`config.mk`:
```
export PLATFORM = sky130hd
export DESIGN_NAME = uart_word_sender
export DESIGN_NICKNAME = d
export VERILOG_FILES = /design/src/rtl/space_ctrl_pkg.sv /design/src/rtl/uart_tx_byte.sv /design/src/rtl/uart_word_sender.sv
export SDC_FILE = /design/constraint.sdc
export NUM_CORES = 1
export LEC_CHECK = 0
export ABC_AREA = 1
export ABC_CLOCK_PERIOD_IN_PS = 2750
export CAP_MARGIN = 20
export CORE_ASPECT_RATIO = 0.6
export CORE_MARGIN = 3
export CORE_UTILIZATION = 51
export DETAILED_ROUTE_END_ITERATION = 6
export GPL_TIMING_DRIVEN = 0
export PLACE_DENSITY = 0.8
export SLEW_MARGIN = 20
export SYNTH_ARGS = -nofsm -noshare
export SYNTH_HDL_FRONTEND = slang
export SYNTH_HIERARCHICAL = 1
export SYNTH_SLANG_ARGS = --single-unit
```
`constraint.sdc`:
```
create_clock -name clk -period 2.75 [get_ports clk]
set_input_delay 0.55 -clock clk [delete_from_list [all_inputs] [get_ports clk]]
set_output_delay 0.55 -clock clk [all_outputs]
set_load 0.01 [all_outputs]
```
`src/rtl/space_ctrl_pkg.sv`:
```
// space_ctrl_pkg: UART frame constants and serializer state encoding shared by the TX and RX sides.
package space_ctrl_pkg;
  typedef enum logic [1:0] {IDLE = 2'd0, START = 2'd1, DATA = 2'd2, STOP = 2'd3} uart_state_t;
  localparam int UART_FRAME_BITS = 10;
  localparam int DEFAULT_CLKS_PER_BIT = 434;
endpackage

```
`src/rtl/uart_tx_byte.sv`:
```
// uart_tx_byte: 8N1 bit serializer. A start coinciding with o_byte_done chains straight into the next start bit.
module uart_tx_byte
  import space_ctrl_pkg::*;
#(
  parameter int CLKS_PER_BIT = DEFAULT_CLKS_PER_BIT,
  parameter int CNT_WIDTH    = 16
) (
  input  logic       clk,
  input  logic       rst,
  input  logic       i_start,
  input  logic [7:0] i_byte,
  output logic       o_tx,
  output logic       o_byte_done
);
  localparam logic [CNT_WIDTH-1:0] LAST = CNT_WIDTH'(CLKS_PER_BIT - 1);
  uart_state_t          r_state;
  logic [CNT_WIDTH-1:0] r_cnt;
  logic [2:0]           r_bit;
  logic [7:0]           r_byte;
  logic                 r_tx;
  logic                 w_tick;
  assign w_tick      = r_cnt == LAST;
  assign o_byte_done = r_state == STOP && w_tick;
  assign o_tx        = r_tx;
  // r_byte shifts right so r_byte[0] is always the next data bit to drive
  always_ff @(posedge clk or posedge rst) begin
    if (rst) begin
      r_state <= IDLE;
      r_cnt   <= '0;
      r_bit   <= '0;
      r_byte  <= '0;
      r_tx    <= 1'b1;
    end else if (i_start && (r_state == IDLE || o_byte_done)) begin
      r_state <= START;
      r_cnt   <= '0;
      r_bit   <= '0;
      r_byte  <= i_byte;
      r_tx    <= 1'b0;
    end else if (r_state != IDLE) begin
      r_cnt <= w_tick ? '0 : r_cnt + CNT_WIDTH'(1);
      if (w_tick) begin
        case (r_state)
          START: begin
            r_state <= DATA;
            r_tx    <= r_byte[0];
            r_byte  <= r_byte >> 1;
          end
          DATA: begin
            r_bit   <= r_bit + 3'd1;
            r_state <= r_bit == 3'd7 ? STOP : DATA;
            r_tx    <= r_bit == 3'd7 ? 1'b1 : r_byte[0];
            r_byte  <= r_byte >> 1;
          end
          default: begin
            r_state <= IDLE;
            r_tx    <= 1'b1;
          end
        endcase
      end
    end
  end
endmodule

```
`src/rtl/uart_word_sender.sv`:
```
// uart_word_sender: sends up to WORD_SIZE/8 bytes of a word LSB-first over 8N1 UART.
// A request may be accepted on the edge that finishes the previous word, keeping busy high.
module uart_word_sender
  import space_ctrl_pkg::*;
#(
  parameter int WORD_SIZE    = 32,
  parameter int SIZE_WORD    = 3,
  parameter int CLKS_PER_BIT = DEFAULT_CLKS_PER_BIT,
  parameter int CNT_WIDTH    = 16
) (
  input  logic                 clk,
  input  logic                 rst,
  input  logic [WORD_SIZE-1:0] data_in,
  input  logic [SIZE_WORD-1:0] size_line,
  input  logic                 valid_data,
  output logic                 busy,
  output logic                 tx,
  output logic                 done
);
  localparam logic [SIZE_WORD-1:0] MAX_BYTES = SIZE_WORD'(WORD_SIZE / 8);
  logic [WORD_SIZE-1:0] r_shift, w_next_shift;
  logic [SIZE_WORD-1:0] r_count, w_size;
  logic                 r_busy, r_done;
  logic                 w_byte_done, w_word_end, w_accept, w_start;
  logic [7:0]           w_byte;
  assign w_size       = size_line > MAX_BYTES ? MAX_BYTES : size_line;
  assign w_word_end   = w_byte_done && r_count == SIZE_WORD'(1);
  assign w_accept     = valid_data && w_size != '0 && (!r_busy || w_word_end);
  assign w_next_shift = r_shift >> 8;
  assign w_start      = w_accept || (w_byte_done && !w_word_end);
  assign w_byte       = w_accept ? data_in[7:0] : w_next_shift[7:0];
  assign busy         = r_busy;
  assign done         = r_done;
  uart_tx_byte #(.CLKS_PER_BIT(CLKS_PER_BIT), .CNT_WIDTH(CNT_WIDTH)) u_tx (
    .clk        (clk),
    .rst        (rst),
    .i_start    (w_start),
    .i_byte     (w_byte),
    .o_tx       (tx),
    .o_byte_done(w_byte_done)
  );
  always_ff @(posedge clk or posedge rst) begin
    if (rst) begin
      r_shift <= '0;
      r_count <= '0;
      r_busy  <= 1'b0;
      r_done  <= 1'b0;
    end else begin
      r_done <= w_word_end;
      if (w_accept) begin
        r_shift <= data_in;
        r_count <= w_size;
        r_busy  <= 1'b1;
      end else if (w_byte_done) begin
        r_shift <= w_next_shift;
        r_count <= r_count - SIZE_WORD'(1);
        r_busy  <= !w_word_end;
      end
    end
  end
endmodule

```
==> results.py, run 1 <==
metrics = {
    "logic_synthesis": {
        "syn_avg_cell_area_um2": 7.52,
        "synth_cells": 454,
        "synthTopCellsByArea": "dfrtp_1 43%, nand2_1 18%, nand3_1 11%",
        "netlist_area_um2": 3410,
        "synth_xor_area_share_pct": 1.54,
        "synth_top_family_by_area": "simple AND/OR/NAND/NOR gates",
        "synth_top_cell_area_share_pct": 42.5,
        "synthAdderAreaFrac_pct": 3.67,
        "async_reset_ff_share_pct": 100,
        "synth_compound_area_share_pct": 4.62,
        "synth_fp_nets": 502,
        "yosysWarningCount": 6,
        "ys.flop_type": "dfrtp_1",
        "synth-seq-area-share_pct": 43.3,
        "synth_seq_cells": 59,
        "synth_edf_count": 0,
        "synth_simple_gate_area_share_pct": 39.0,
        "synth.area.mux_share_pct": 0,
        "synth_cell_types": 32,
        "synth_top_cell_by_area": "dfrtp_1",
    },
    "drt": {
        "final_antenna_net_count": 0,
        "drc": 0,
        "drt_pass1_iterations": 5,
        "viasPerCell": 5.32,
        "first_iter_violations": 207,
        "wire_per_inst_um": 14.0,
        "wirelength_mm": 8.50,
        "num_vias": 3226,
    },
    "setup_path": {
        "endpoint_kind": "flip-flop",
        "worstSetupStartpointType": "flip-flop",
        "rrSetupSlack_ns": 0.26,
        "cp.required_ns": 2.98,
        "critical_path_class": "flip-flop to flip-flop",
        "crit_fanout": 19,
        "reg2reg_from": "u_tx/r_cnt[1]$_DFFE_PP0P_",
        "arrival_ns": 2.72,
        "rr_worst_depth": 19,
        "regToRegEndpoint": "u_tx/r_cnt[8]$_DFFE_PP0P_",
    },
    "global_route": {
        "grt_max_degree": 31,
        "track_usage_pct": 22.8,
        "grt_pass1_wl_mm": 14.2,
        "first_global_vias": 2993,
        "antenna_found_initial": 0,
        "top_usage_layer": "met1",
        "grt_util_met1_pct": 34.6,
        "grt_util_met3_pct": 5.32,
        "grt_util_met2_pct": 32.1,
        "grt_remaining_overflow": 0,
    },
    "sta": {
        "max_freq_mhz": 401,
        "fin_crit_sh_pct": 90.7,
        "rsz0062_at_grt": "false",
        "maxSlewViolCount": 0,
        "final.hold.worst_slack_ns": 0.481,
        "hold_viol_final": 0,
        "finalSetupViolations": 0,
        "worstMarginPinSlew_ns": 0.635,
        "post-route-min-period_ns": 2.49,
        "relSlewSlack_pct": 57.6,
        "setup_tns_ns": 0,
        "finalClockSkew_ns": 0.00936,
    },
    "hold_path": {
        "min_path_type": "flip-flop to flip-flop",
        "hold_start": "u_tx/r_byte[2]$_DFFE_PP0P_",
        "whs_endpoint": "u_tx/r_byte[2]$_DFFE_PP0P_",
        "whs_path_depth": 2,
    },
    "clocking": {
        "clock_path_buffers": 2,
        "clk_pin_slew_ns": 0.07,
        "clock_tree.root_cell": "clkbuf_8",
        "cts_max_level": 3,
        "cts_tree": "built",
        "numCtsBuffers": 9,
        "clkLatencyLatePin_ns": 0.35,
        "cts.sinks": 59,
    },
    "pwr": {
        "worst_ir_drop_vdd_v": 0.000204,
        "p_leak_nw": 2.19,
        "powerDensity_nw_per_um2": 411,
    },
    "placed_design": {
        "placedCellCount": 578,
        "numPortBuffers": 40,
        "gp_congestion": 0.875,
        "dp_hpwl_mm": 6.19,
        "dpl_cell_area_um2": 3920,
    },
    "layout": {
        "drive_gt1_share_pct": 15.5,
        "fin_area_um2": 4270,
        "diodes": 0,
        "fin_nets": 565,
        "area_delta_synth_final_pct": 25.1,
        "final-instance-count-excl-fill": 606,
    },
    "die": {
        "start_util_pct": 54.1,
        "die-area_um2": 7740,
        "die_w_um": 112,
        "fp.dieH_um": 69.4,
        "core_um2": 6300,
        "io_pins": 41,
        "rows": 22,
    },
    "status": {
        "status": "complete, no violations",
    },
    "flow_run": {
        "maxCapViolations": 0,
    },
}
[final cells by class]
class | instances | area [µm²]
timing repair buffer | 54 | 509
clock buffer | 11 | 141
tap | 84 | 105
inverter | 35 | 139
clock inverter | 5 | 52.6
sequential | 59 | 1480
multi-input combinational | 339 | 1710
buffer | 19 | 136
fill | 531 | 2030
[through the flow]
stage	power, mW	util (%)	worst slack, ns
2_1_floorplan	0.912	-	0.135
3_3_place_gp	0.974	62.2	-0.409
3_5_place_dp	0.976	62.2	-0.469
4_1_cts	1.77	66.5	0.0202
5_1_grt	1.81	67.8	0.00451
6_report	1.75	67.8	0.257
[cells in the final DEF (no fill, tap or decap), types with 7 or more instances in the layout]
| cell type | synthesis | final |
|---|---|---|
| buf_2 | 9 | 7 |
| buf_4 | 2 | 13 |
| buf_6 | 5 | 8 |
| clkbuf_8 | 0 | 10 |
| clkdlybuf4s50_1 | 0 | 40 |
| dfrtp_1 | 58 | 58 |
| ha_1 | 10 | 10 |
| inv_1 | 29 | 25 |
| inv_2 | 4 | 7 |
| nand2_1 | 163 | 161 |
| nand2_2 | 7 | 8 |
| nand3_1 | 73 | 72 |
| nand3b_1 | 12 | 12 |
| nor2_1 | 33 | 30 |
[layer usage]
| layer | vias to the layer above | share of wire [%] |
|---|---|---|
| met2 | 114 | 42 |
| met3 | 11 | 7.3 |
| met5 | - | 0 |
| li1 | 1574 | - |
| met4 | 0 | 1.4 |
| met1 | 1527 | 49 |
[state kept, by name, summed over array words and instances, names as in the netlist]
| name | cells |
|---|---|
| r_shift | 24 |
| u_tx/r_cnt | 16 |
| u_tx/r_byte | 8 |
| r_count | 3 |
| u_tx/r_bit | 3 |
| u_tx/r_state | 2 |
| busy | 1 |
| done | 1 |
| u_tx/o_tx | 1 |
[where the power goes]
group	leakage, nW	internal, mW	switching [mW]	total [mW]
Combinational	1.38	0.0518	0.0392	0.0909
Sequential	0.717	0.868	0	0.868
Clock	0.0991	0.439	0.357	0.796
Total	2.19	1.36	0.396	1.75
[worst max-delay path by stage]
stage / from / end
global placement: u_tx/r_cnt[1]$_DFFE_PP0P_ / u_tx/r_cnt[8]$_DFFE_PP0P_
global route: u_tx/r_cnt[1]$_DFFE_PP0P_ / u_tx/r_byte[6]$_DFFE_PP0P_
CTS: u_tx/r_cnt[1]$_DFFE_PP0P_ / u_tx/r_cnt[3]$_DFFE_PP0P_
floorplan: u_tx/r_cnt[1]$_DFFE_PP0P_ / u_tx/r_cnt[8]$_DFFE_PP0P_
detailed placement: u_tx/r_cnt[1]$_DFFE_PP0P_ / u_tx/r_cnt[8]$_DFFE_PP0P_
finish: u_tx/r_cnt[1]$_DFFE_PP0P_ / u_tx/r_cnt[8]$_DFFE_PP0P_
[cells by family after synthesis]
group	after synthesis
adders and majority gates	10
xor gates and xnor gates	6
and+or+nand+nor	299
buffers and inverters	56
AOI/OAI and AO/OA	24
DFF	59
[critical path, cell delays in order, from the launching register on]
cell and delay [ns]:
dfrtp_1 0.38, inv_1 0.07, ha_1 0.14, inv_1 0.04, nor2_1 0.07, nand2_1 0.06, nor2_2 0.14, nand3_2 0.10
inv_2 0.10, clkbuf_4 0.28, nand2_1 0.13, nand2_2 0.09, inv_1 0.05, nand2_2 0.07, buf_6 0.12, clkinvlp_4 0.13
nor2_4 0.16, inv_1 0.08, o21ai_1 0.14, a21oi_1 0.05
[cell usage after synthesis (all sizes together), types with 2 or more instances]
cell type / count
o21a: 2
inv: 34
buf: 16
xor2: 5
nand2: 174
nor2: 35
clkbuf: 5
nand3b: 12
o22ai: 4
o21ai: 9
a21oi: 7
dfrtp: 58
ha: 10
nand3: 75
[timing repair]
action / in CTS / in global routing
hold buffers: 0 / 0
setup buffers: 7 / 7
endpoints found under the setup margin: 26 / 23
gates resized for setup: 9 / 10
pin swaps: 1 / 2
Power figures use the tool's default switching activity.
==> run 2: changes to the inputs <==
--- a/config.mk
+++ b/config.mk
@@ -14,6 +14,7 @@
 export DETAILED_ROUTE_END_ITERATION = 6
 export GPL_TIMING_DRIVEN = 0
 export PLACE_DENSITY = 0.8
+export SETUP_SLACK_MARGIN = 0.2
 export SLEW_MARGIN = 20
 export SYNTH_ARGS = -nofsm -noshare
 export SYNTH_HDL_FRONTEND = slang
==> results.py, run 2 (synthesized netlist as in run 1, its figures left out) <==
metrics = {
    "status": {
        "status": "complete, no violations",
    },
    "global_route": {
        "antenna_found_initial": 0,
        "grt_remaining_overflow": 0,
        "grt_max_degree": 31,
        "grt_pass1_wl_mm": 14.9,
        "first_global_vias": 3094,
        "track_usage_pct": 24.0,
    },
    "setup_path": {
        "endpoint_kind": "flip-flop",
        "crit_family": "buffers and inverters",
        "slowest_stage": "dfrtp_1",
        "arrival_ns": 2.76,
        "cp_common_cell": "inv_2",
        "path_buf_inv": 9,
        "cp_cell_sequence": "inv_2 > ha_4 > inv_2 > nor2_2 > nand2_1 > nor2_2 > nand3_2 > inv_2 > nand3_4 > nand2_4 > nand2_2 > buf_6 > buf_8 > nand2_4 > inv_2 > nand2_2 > buf_6 > clkinvlp_4 > buf_6 > nor2_4 > xnor2_1 > nor2_1",
        "crit_fanout": 4,
        "slowest_delay_ns": 0.40,
        "cp.required_ns": 2.99,
        "worstSetupStartpointType": "flip-flop",
        "critical_path_class": "flip-flop to flip-flop",
    },
    "layout": {
        "top_regs": "r_shift: 24 flops, u_tx/r_cnt: 16 flops, u_tx/r_byte: 8 flops",
        "top_register": "r_shift",
        "fin_nets": 572,
        "final_common_cell": "nand2_1",
        "diodes": 0,
        "drive_gt1_share_pct": 19.1,
        "area_delta_synth_final_pct": 30.4,
        "layout_common_cells": "158 x nand2_1, 71 x nand3_1, 58 x dfrtp_1",
        "largest_reg_flops": 24,
    },
    "die": {
        "start_util_pct": 54.1,
        "rows": 22,
        "core_um2": 6300,
        "io_pins": 41,
        "fp.dieH_um": 69.4,
        "die_w_um": 112,
        "die-area_um2": 7740,
    },
    "sta": {
        "worstMarginPinSlew_ns": 0.652,
        "hold_viol_final": 0,
        "max_freq_mhz": 396,
        "maxSlewViolCount": 0,
        "setup_tns_ns": 0,
        "finalClockSkew_ns": 0.00866,
        "setup_slack_ns": 0.227,
        "rsz0062_at_grt": "true",
        "fin_crit_sh_pct": 91.7,
        "finalSetupViolations": 0,
        "relSlewSlack_pct": 56.5,
        "post-route-min-period_ns": 2.52,
    },
    "flow_run": {
        "maxCapViolations": 0,
    },
    "clocking": {
        "cts_max_level": 3,
        "numCtsBuffers": 9,
        "cts_tree": "built",
        "clock_path_buffers": 2,
        "cts_hold_buffers": 0,
        "clock_tree.root_cell": "clkbuf_8",
        "clk_pin_slew_ns": 0.07,
        "cts.sinks": 59,
        "clkLatencyLatePin_ns": 0.34,
    },
    "placed_design": {
        "numPortBuffers": 40,
        "dp_hpwl_mm": 6.33,
        "gp_congestion": 0.866,
        "place_ws_ns": -0.375,
    },
    "drt": {
        "wirelength_mm": 9.27,
        "drt_pass1_iterations": 5,
        "wire_per_inst_um": 15.1,
        "first_iter_violations": 248,
        "drc": 0,
        "final_antenna_net_count": 0,
        "viasPerCell": 5.48,
        "num_vias": 3358,
    },
    "pwr": {
        "p_leak_nw": 2.26,
        "total_power_mw": 1.72,
        "powerDensity_nw_per_um2": 387,
        "worst_ir_drop_vdd_v": 0.000278,
    },
    "hold_path": {
        "min_path_type": "flip-flop to flip-flop",
    },
}
==> run 2: changes by cell type in the layout (fill, tap and decap cells not counted), sizes merged <==
cell	previous run	this run
clkinv	4	5
clkbuf	16	17
buf	28	34
clkinvlp	2	1
==> run 2: cell type report <==
| type | count | area [µm²] |
|---|---|---|
| fill | 504 | 1850 |
| multi-input combinational | 339 | 1790 |
| sequential | 59 | 1480 |
| timing repair buffer | 59 | 574 |
| buffer | 21 | 180 |
| inverter | 35 | 144 |
| clock buffer | 11 | 131 |
| tap | 84 | 105 |
| clock inverter | 5 | 53.8 |
==> run 2: stage by stage <==
step	cell area [µm²]	hold slack, ns	std cells	util [%]
global route	4450	0.508	613	70.6
finish	4450	0.477	613	70.6
floorplan	3420	0.442	454	-
detailed placement	3950	0.466	579	62.7
CTS	4280	0.483	607	67.9
global placement	3920	0.462	578	62.2
==> run 2: worst paths after layout <==
check / end / cells past startpoint / slack, ns / from
worst min-delay path: u_tx/r_byte[7]$_DFFE_PP0P_ / 2 / 0.48 / u_tx/r_byte[7]$_DFFE_PP0P_
worst min register to register: u_tx/r_byte[7]$_DFFE_PP0P_ / 2 / 0.48 / u_tx/r_byte[7]$_DFFE_PP0P_
min in group asynchronous: done$_DFF_PP0_ / 2 / 0.59 / rst
worst max-delay path: u_tx/r_cnt[3]$_DFFE_PP0P_ / 22 / 0.23 / u_tx/r_cnt[1]$_DFFE_PP0P_
worst max register to register: u_tx/r_cnt[3]$_DFFE_PP0P_ / 22 / 0.23 / u_tx/r_cnt[1]$_DFFE_PP0P_
max in group asynchronous: u_tx/r_bit[2]$_DFFE_PP0P_ / 2 / 1.67 / rst
==> run 2: per-layer routing <==
layer | global-route usage [%] | up-vias | routed length, µm | share of wire (%)
met5 | 0 | - | 0 | 0
met4 | 6.34 | 0 | 139 | 1.5
met3 | 7.59 | 20 | 783 | 8.4
met2 | 33.9 | 147 | 4000 | 43
met1 | 35.6 | 1603 | 4340 | 47
li1 | - | 1588 | - | -
==> run 2: repair_timing <==
action | in CTS | in global routing
setup buffers | 12 | 6
pin swaps | 3 | 12
gates resized for setup | 17 | 39
setup endpoints to repair | 30 | 28
==> run 2: worst min-delay path, delay by kind of cell (launching register included) <==
kind | cells | cell delay, ns
flip-flops | 1 | 0.34
AND/OR/NAND/NOR | 2 | 0.10
==> run 2: power breakdown <==
group / leakage [nW] / internal [mW] / total, mW / switching (mW)
clock: 0.0971 / 0.416 / 0.761 / 0.345
sequential: 0.717 / 0.868 / 0.868 / 0
combinational: 1.45 / 0.0557 / 0.0956 / 0.0398
total: 2.26 / 1.34 / 1.72 / 0.385
